**src/rtl/imm_gen_pkg.sv**
```systemverilog
// Shared opcode and format constants for the registered immediate generator.
package imm_gen_pkg;

  localparam int unsigned FMT_W = 3;

  localparam logic [FMT_W-1:0] FMT_R    = 3'd0;
  localparam logic [FMT_W-1:0] FMT_I    = 3'd1;
  localparam logic [FMT_W-1:0] FMT_S    = 3'd2;
  localparam logic [FMT_W-1:0] FMT_B    = 3'd3;
  localparam logic [FMT_W-1:0] FMT_U    = 3'd4;
  localparam logic [FMT_W-1:0] FMT_J    = 3'd5;
  localparam logic [FMT_W-1:0] FMT_CSR  = 3'd6;
  localparam logic [FMT_W-1:0] FMT_NONE = 3'd7;

  localparam logic [6:0] OPC_LOAD    = 7'b0000011;
  localparam logic [6:0] OPC_OPIMM   = 7'b0010011;
  localparam logic [6:0] OPC_OPIMM32 = 7'b0011011;
  localparam logic [6:0] OPC_STORE   = 7'b0100011;
  localparam logic [6:0] OPC_BRANCH  = 7'b1100011;
  localparam logic [6:0] OPC_LUI     = 7'b0110111;
  localparam logic [6:0] OPC_AUIPC   = 7'b0010111;
  localparam logic [6:0] OPC_JAL     = 7'b1101111;
  localparam logic [6:0] OPC_JALR    = 7'b1100111;
  localparam logic [6:0] OPC_OP      = 7'b0110011;
  localparam logic [6:0] OPC_OP32    = 7'b0111011;
  localparam logic [6:0] OPC_SYSTEM  = 7'b1110011;

endpackage

```
**src/rtl/imm_decode.sv**
```systemverilog
// Combinational RISC-V immediate decoder: instr -> {imm, fmt, illegal}, extended to XLEN.
// SYSTEM (CSR) immediates are decoded only when IMMGEN_CSR_EN is defined.
module imm_decode
  import imm_gen_pkg::*;
#(
  parameter int unsigned XLEN = 32
) (
  input  logic [31:0]      instr_i,
  output logic [XLEN-1:0]  imm_o,
  output logic [FMT_W-1:0] fmt_o,
  output logic             illegal_o
);

  logic [6:0]  opcode;
  logic [2:0]  funct3;
  logic        sgn;
  logic [31:0] imm32;

  assign opcode = instr_i[6:0];
  assign funct3 = instr_i[14:12];
  assign sgn    = instr_i[31];

  always_comb begin
    imm32     = '0;
    fmt_o     = FMT_NONE;
    illegal_o = 1'b0;
    unique case (opcode)
      OPC_LOAD, OPC_JALR: begin
        fmt_o = FMT_I;
        imm32 = {{20{sgn}}, instr_i[31:20]};
      end
      OPC_OPIMM, OPC_OPIMM32: begin
        fmt_o = FMT_I;
        // Shifts carry a zero-extended shamt; only RV64 OP-IMM has the 6-bit form.
        if (funct3 == 3'b001 || funct3 == 3'b101) begin
          if (XLEN == 64 && opcode == OPC_OPIMM) imm32 = {26'b0, instr_i[25:20]};
          else                                   imm32 = {27'b0, instr_i[24:20]};
        end else begin
          imm32 = {{20{sgn}}, instr_i[31:20]};
        end
      end
      OPC_STORE: begin
        fmt_o = FMT_S;
        imm32 = {{20{sgn}}, instr_i[31:25], instr_i[11:7]};
      end
      OPC_BRANCH: begin
        fmt_o = FMT_B;
        imm32 = {{19{sgn}}, instr_i[31], instr_i[7], instr_i[30:25], instr_i[11:8], 1'b0};
      end
      OPC_LUI, OPC_AUIPC: begin
        fmt_o = FMT_U;
        imm32 = {instr_i[31:12], 12'b0};
      end
      OPC_JAL: begin
        fmt_o = FMT_J;
        imm32 = {{11{sgn}}, instr_i[31], instr_i[19:12], instr_i[20], instr_i[30:21], 1'b0};
      end
      OPC_OP, OPC_OP32: begin
        fmt_o = FMT_R;
      end
`ifdef IMMGEN_CSR_EN
      OPC_SYSTEM: begin
        unique case (funct3)
          3'b101, 3'b110, 3'b111: begin
            fmt_o = FMT_CSR;
            imm32 = {27'b0, instr_i[19:15]};
          end
          3'b001, 3'b010, 3'b011: begin
            fmt_o = FMT_I;
            imm32 = {20'b0, instr_i[31:20]};
          end
          default: illegal_o = 1'b1;
        endcase
      end
`endif
      default: illegal_o = 1'b1;
    endcase
  end

  // Zero-extended cases keep bit 31 clear, so one sign extension covers every format.
  assign imm_o = {{(XLEN - 31){imm32[31]}}, imm32[30:0]};

endmodule

```
**src/rtl/imm_gen_pipe.sv**
```systemverilog
// Registered immediate generator: decode stage with valid/ready output register and skid slot.
// Optional CSR immediates via IMMGEN_CSR_EN (handled in imm_decode).
module imm_gen_pipe
  import imm_gen_pkg::*;
#(
  parameter int unsigned XLEN  = 32,
  parameter int unsigned TAG_W = 5
) (
  input  logic             clk,
  input  logic             reset,
  input  logic             flush,
  input  logic             in_valid,
  output logic             in_ready,
  input  logic [31:0]      in_instr,
  input  logic [TAG_W-1:0] in_tag,
  output logic             out_valid,
  input  logic             out_ready,
  output logic [XLEN-1:0]  out_imm,
  output logic [FMT_W-1:0] out_fmt,
  output logic             out_illegal,
  output logic [TAG_W-1:0] out_tag
);

  typedef struct packed {
    logic [XLEN-1:0]  imm;
    logic [FMT_W-1:0] fmt;
    logic             illegal;
    logic [TAG_W-1:0] tag;
  } entry_t;

  entry_t dec_entry;
  entry_t out_q, out_d;
  entry_t skid_q, skid_d;
  logic   out_valid_q, out_valid_d;
  logic   skid_valid_q, skid_valid_d;
  logic   in_ready_q;
  logic   accept;
  logic   out_free;

  imm_decode #(
    .XLEN(XLEN)
  ) u_decode (
    .instr_i  (in_instr),
    .imm_o    (dec_entry.imm),
    .fmt_o    (dec_entry.fmt),
    .illegal_o(dec_entry.illegal)
  );
  assign dec_entry.tag = in_tag;

  assign accept   = in_valid & in_ready_q;
  assign out_free = ~out_valid_q | out_ready;

  always_comb begin
    out_d        = out_q;
    out_valid_d  = out_valid_q;
    skid_d       = skid_q;
    skid_valid_d = skid_valid_q;
    if (flush) begin
      out_valid_d  = 1'b0;
      skid_valid_d = 1'b0;
    end else if (out_free) begin
      // in_ready is low whenever the skid slot is full, so accept and skid refill never overlap.
      if (skid_valid_q) begin
        out_d        = skid_q;
        out_valid_d  = 1'b1;
        skid_valid_d = 1'b0;
      end else if (accept) begin
        out_d       = dec_entry;
        out_valid_d = 1'b1;
      end else begin
        out_valid_d = 1'b0;
      end
    end else if (accept) begin
      skid_d       = dec_entry;
      skid_valid_d = 1'b1;
    end
  end

  always_ff @(posedge clk) begin
    if (reset) begin
      out_q        <= '0;
      out_valid_q  <= 1'b0;
      skid_q       <= '0;
      skid_valid_q <= 1'b0;
      in_ready_q   <= 1'b0;
    end else begin
      out_q        <= out_d;
      out_valid_q  <= out_valid_d;
      skid_q       <= skid_d;
      skid_valid_q <= skid_valid_d;
      in_ready_q   <= ~skid_valid_d;
    end
  end

  assign in_ready    = in_ready_q;
  assign out_valid   = out_valid_q;
  assign out_imm     = out_q.imm;
  assign out_fmt     = out_q.fmt;
  assign out_illegal = out_q.illegal;
  assign out_tag     = out_q.tag;

endmodule

```
**config.mk**
```make
export PLATFORM = sky130hd
export DESIGN_NAME = imm_gen_pipe
export DESIGN_NICKNAME = d
export VERILOG_FILES = /design/src/rtl/imm_gen_pkg.sv /design/src/rtl/imm_decode.sv /design/src/rtl/imm_gen_pipe.sv
export SDC_FILE = /design/constraint.sdc
export NUM_CORES = 1
export LEC_CHECK = 0
export BUFFER_PORTS_ARGS = -buffer_cell sky130_fd_sc_hd__buf_2
export CORE_ASPECT_RATIO = 0.8
export CORE_UTILIZATION = 50
export CTS_BUF_LIST = sky130_fd_sc_hd__clkbuf_8
export CTS_CLUSTER_SIZE = 28
export DETAILED_ROUTE_END_ITERATION = 8
export GPL_ROUTABILITY_DRIVEN = 0
export GPL_TIMING_DRIVEN = 0
export PLACE_DENSITY_LB_ADDON = 0.08
export SYNTH_ARGS = -nofsm -noshare
export SYNTH_HDL_FRONTEND = slang
export SYNTH_SLANG_ARGS = --single-unit
```
**constraint.sdc**
```tcl
create_clock -name clk -period 3.19 [get_ports clk]
set_clock_uncertainty 0.1 [all_clocks]
set_input_delay 0.638 -clock clk [delete_from_list [all_inputs] [get_ports clk]]
set_output_delay 0.638 -clock clk [all_outputs]
set_load 0.02 [all_outputs]
```
Word level (Yosys, flattened, before mapping)
Cells that the tools add are included.
{"block": "classes", "bitwise": 6, "n_eq_ne": 13, "n_reduce_logical": 11, "n_mux": 11}
{"cell": "case mux 32 bit (6 select lines)", "n": 1}
{"cell": "2-to-1 mux 41 bit", "n": 2}
{"cell": "2-to-1 mux 32 bit", "n": 1}
{"cell": "== test 7 x 6 -> 1 bit (second input constant)", "n": 4}
{"cell": "== test 7 x 5 -> 1 bit (second input constant)", "n": 3}
{"cell": "== test 7 bit (second input constant)", "n": 3}
{"cell": "case mux 3 bit (6 select lines)", "n": 1}
{"cell": "OR reduction 11 bit", "n": 1}
{"cell": "OR reduction 2 bit", "n": 5}
{"cell": "== test 7 x 2 -> 1 bit (second input constant)", "n": 1}
{"cell": "2-to-1 mux 1 bit", "n": 6}
{"cell": "AND reduction 3 bit", "n": 2}
{"cell": "inverter 1 bit", "n": 4}
{"cell": "OR reduction 4 bit", "n": 1}
{"cell": "== test 3 x 1 -> 1 bit (second input constant)", "n": 1}
{"cell": "== test 3 bit (second input constant)", "n": 1}
{"cell": "nonzero test 2 bit", "n": 1}
{"cell": "AND 1 bit", "n": 1}
{"cell": "logical OR 1 bit", "n": 1}
{"cell": "OR 1 bit", "n": 1}
{"block": "totals", "out_inout_bits": 43, "in_bits": 42, "ff_bits": 85, "wordCells": 52}

Depth between registers and ports, before layout
{"block": "logic_depth", "word_depth": 6, "depth_mapped": 8, "mapped_depth_nobuf": 5}

Cells and area by module
A second synthesis with hierarchy kept.
{"block": "hier_totals", "cells_unflattened": 474, "hier_area_um2": 4804.6}
{"mod": "imm_gen_pipe", "cells_per_inst": 383, "instances": 1, "area_per_inst_um2": 4166.5}
{"mod": "imm_decode", "cells_per_inst": 91, "instances": 1, "area_per_inst_um2": 638.1}

Worst setup path before layout
OpenSTA, ideal clock, no wires.
{"block": "synth_path", "kind": "input to register", "startpoint": "in in_instr[1]", "endpoint": "reg skid_q[27] (netlist name)", "t_arrival_ns": 1.942, "stages": 8, "slack_ns": 1.016, "path_buffers": 3, "path_cell_list": "and2_1 -> buf_2 -> and2_1 -> buf_2 -> o31a_4 -> buf_6 -> a211oi_2 -> nor3_1"}
{"block": "synth_between", "elab_chain_len": 3, "word_cells_on_any_way": 13, "classes_between": "eq/ne: 9; mux: 1; reduce/logical: 3"}
{"item": "start: declaration", "line": "imm_gen_pipe.sv:14", "rtl": "input logic [31:0] in_instr,"}
{"item": "== test 7 x 6 -> 1 bit, or another cell as far along", "line": "imm_decode.sv:27", "rtl": "unique case (opcode)"}
{"item": "OR reduction 2 bit, on equally long branches"}
{"item": "case mux 32 bit (6 select lines) *", "line": "imm_decode.sv:27"}
{"item": "end signal: assignment", "line": "imm_gen_pipe.sv:89", "rtl": "skid_q <= skid_d;"}
{"item": "end: declaration", "line": "imm_gen_pipe.sv:33", "rtl": "entry_t skid_q, skid_d;"}
Mark *: on every way between the ends. The rest lies on a longest branch, timed or not.
A chain may end at the register's enable or synchronous reset.

Worst setup path in the final report
{"block": "layout_path", "startpoint": "reg skid_valid_q", "endpoint": "reg out_q (netlist bit out_imm[19])"}
{"block": "layout_between", "elab_chain_len": 2, "word_cells_on_any_way": 3, "classes_between": "mux: 1; reduce/logical: 2"}
{"item": "start: declaration", "line": "imm_gen_pipe.sv:35", "rtl": "logic skid_valid_q, skid_valid_d;"}
{"item": "start signal: assignment", "line": "imm_gen_pipe.sv:90", "rtl": "skid_valid_q <= skid_valid_d;"}
{"item": "nonzero test 2 bit (no line)"}
{"item": "AND reduction 3 bit (no line)"}
{"item": "end signal: assignment", "line": "imm_gen_pipe.sv:87", "rtl": "out_q <= out_d;"}
{"item": "end: declaration", "line": "imm_gen_pipe.sv:32", "rtl": "entry_t out_q, out_d;"}
Several ways; a longest one is shown, not always the timed one.

==> results.toml <==
[clocking]
clk_pin_slew_ps = 90
clk_latency_ps = 350
htreeDepth = 3
root_buffer = "clkbuf_8"
cts_buffers = 9
cts_tree = "built"
cts_sinks = 85
clockBufferDepth = 2
holdBufCountCts = 0
cts_setup_buffers = 0
cts_resized = 0

[final_layout]
finalNonFillerCells = 645
antennaDiodeCount = 0
nNetsFinal = 577
final_layout_size_suffix_gt1_frac = 0.254
syn2layout_area_growth_pct = 18.7
final_area_um2 = 4640

[placed_design]
hpwl_um = 7880
place_inst = 629
post-place-ws_ps = 697
port_buffers = 81
placement.cell_area_um2 = 4450

[routing]
routedWlPerCell_um = 16.7
wirelength_um = 10700
drtAntennaViolNets = 0
via_per_inst = 5.78
drt_first_pass_iters = 4
drc = 0
drt_iter0_drc = 251
vias = 3725

[sta]
period_share = 0.689
setup_viol = 0
setup_ws_ps = 992
clock.fmax_mhz = 455
period_needed_ps = 2200
final_hold_viol_count = 0
tns_ps = 0
rsz0062_at_grt = "false"
max_slew_margin = 0.317
slew_viol_final = 0
worst_pin_slew_ps = 1010

[global_route]
grt_pass1_wl_um = 16900
antenna_found_initial = 0
grt_pass1_vias = 3300
grt_use_total = 0.272
grt_max_degree = 16
gr-total-overflow = 0

[pwr]
power.leakage_uw = 0.00168
pwr-share-seq = 0.532
p_int_uw = 1490
p_sw_uw = 556
powerDensity_nw_per_um2 = 441
pwr-share-clk = 0.362
swShare = 0.271
comb_power_share = 0.106
ir_drop_v = 0.000204

[logic_synthesis]
ys_warn_count = 0
async_reset_ff_frac = 0
syn_inst = 443
syn-num-nets = 485
synth-edff-count = 0
seq_area_frac_synth = 0.435
synthFlopType = "dfxtp_1"
syn_avg_cell_area_um2 = 8.83
synth_cell_types = 51
netlist.area_leader.share = 0.435
synth_area_leaders = "dfxtp_1 43%, nor2_1 5.6%, a211oi_1 4.6%"
synth_seq_cells = 85
syn_area_um2 = 3910
synth_area_leader_cell = "dfxtp_1"

[die]
die_h_um = 81.1
start_util = 0.522
dieWidth_um = 101
die-area_um2 = 8190
fp.coreArea_um2 = 7500
num_rows = 28
num_io_pins = 85

[worst_setup_path]
crit_type = "reg2reg"
worst_setup_path_end_kind = "flop"
reg2reg_slack_ps = 990
critPathMaxStageDelay_ps = 550
cp_slowest_cell = "nor2_1"
critPathArrivalTime_ps = 2400
cp_cell_sequence = "buf_2 -> a21oi_2 -> or3_1 -> buf_2 -> nor2_1 -> o21ai_0 -> o21ai_1"
crit_required_ps = 3390
critPathLaunch = "skid_valid_q"
cp_max_fo = 10
timing.rr.start = "skid_valid_q"
crit_top_cell = "buf_2"
worstReg2RegEnd = "out_imm[19]"
r2r_cells = 7
critPathLaunchType = "flop"
endpoint = "out_imm[19]"

[job]
maxCapViolCount = 0

[run_status]
status = "finished, final reports clean"

[min_path]
min_path_cells = 2
hp-start = "out_imm[15]"
hold_class = "reg2reg"
worst max-delay path, delay by kind of cell (launching register included):
family,cells,cell delay (ps)
AOI/OAI and AO/OA,3,460
buffers and inverters,2,400
DFF,1,320
and+or+nand+nor,2,860
placed cells by master, fill, tap and decap left out, types with 10 or more instances in the layout:
| cell | netlist | final |
|---|---|---|
| nor3_1 | 16 | 16 |
| a221oi_2 | 10 | 10 |
| buf_2 | 7 | 88 |
| a21oi_1 | 11 | 11 |
| a211oi_1 | 24 | 24 |
| o21ai_1 | 10 | 10 |
| clkbuf_8 | 0 | 11 |
| a311oi_1 | 13 | 13 |
| nor2_1 | 58 | 58 |
| o21ai_0 | 24 | 24 |
| nand2_1 | 48 | 48 |
| dfxtp_1 | 85 | 85 |
| clkbuf_1 | 29 | 29 |
| mux2i_1 | 13 | 13 |
| a211oi_2 | 10 | 10 |
state kept, by name (all words and copies together) (netlist names):
name and flops:
skid_q 41, out_imm 32, out_tag 5, out_fmt 3, in_ready 1, out_illegal 1
out_valid 1, skid_valid_q 1
Yosys cell counts, types with 2 or more instances:
library cell  number
mux2i_1           13
a211oi_2          10
and4b_1            3
o21ai_1           10
dfxtp_1           85
nand3_1            3
nor4_1             2
and2_1             3
nand4b_1           4
inv_1              2
buf_6              3
o211ai_1           5
nand3b_1           7
a221oi_2          10
o21ai_0           24
or3_1              4
a211oi_1          24
nand2b_1           7
a21oi_1           11
a311oi_1          13
and3_1             2
a31o_2             3
nor2b_1            4
o311ai_1           2
buf_2              7
clkbuf_1          29
buf_4              2
a22oi_1            9
nor3_1            16
nand2_1           48
nor2_1            58
per-layer routing:
| metal | track usage | share of wire |
|---|---|---|
| met1 | 0.394 | 0.48 |
| met2 | 0.412 | 0.43 |
| met3 | 0.0585 | 0.073 |
| met4 | 0.0623 | 0.0098 |
| met5 | 0 | 0 |
worst min-delay path by stage:
stage | to | slack [ps]
after floorplan | skid_q[0] | 340
after global placement | out_imm[17] | 330
after detailed placement | out_imm[14] | 340
after CTS | out_imm[14] | 360
after global routing | out_imm[13] | 380
final | out_imm[15] | 350
stage by stage:
stage	util	power [uW]	hold WS, ps
finish	0.619	2050	352
global route	0.619	2130	378
CTS	0.619	2060	357
detailed placement	0.593	1330	343
global placement	0.593	1330	335
floorplan	-	1240	336
cells by family (layout without fill, tap and decap cells):
logic type,after synthesis,after routing,synth area share
multiplexers,13,13,0.0333
AND/OR/NAND/NOR,167,167,0.208
AO/OA/AOI/OAI,134,134,0.272
flip-flops,85,85,0.435
buffers and inverters,44,141,0.0521
power groups by stage:
stage | Sequential [uW] | Clock, uW | Combinational [uW]
finish | 1090 | 741 | 217
floorplan | 1140 | 0 | 106
detailed placement | 1120 | 0 | 215
CTS | 1090 | 751 | 216
global placement | 1120 | 0 | 212
global route | 1090 | 800 | 235
cell type report:
cell class                 count  area (um2)
multi-input combinational    314        2010
fill                         720        2850
buffer                        42         196
inverter                       2        7.51
tap                          105         131
sequential                    85        1700
timing repair buffer          81         405
clock inverter                 5        42.5
clock buffer                  11         151
Power figures use the tool's default switching activity.
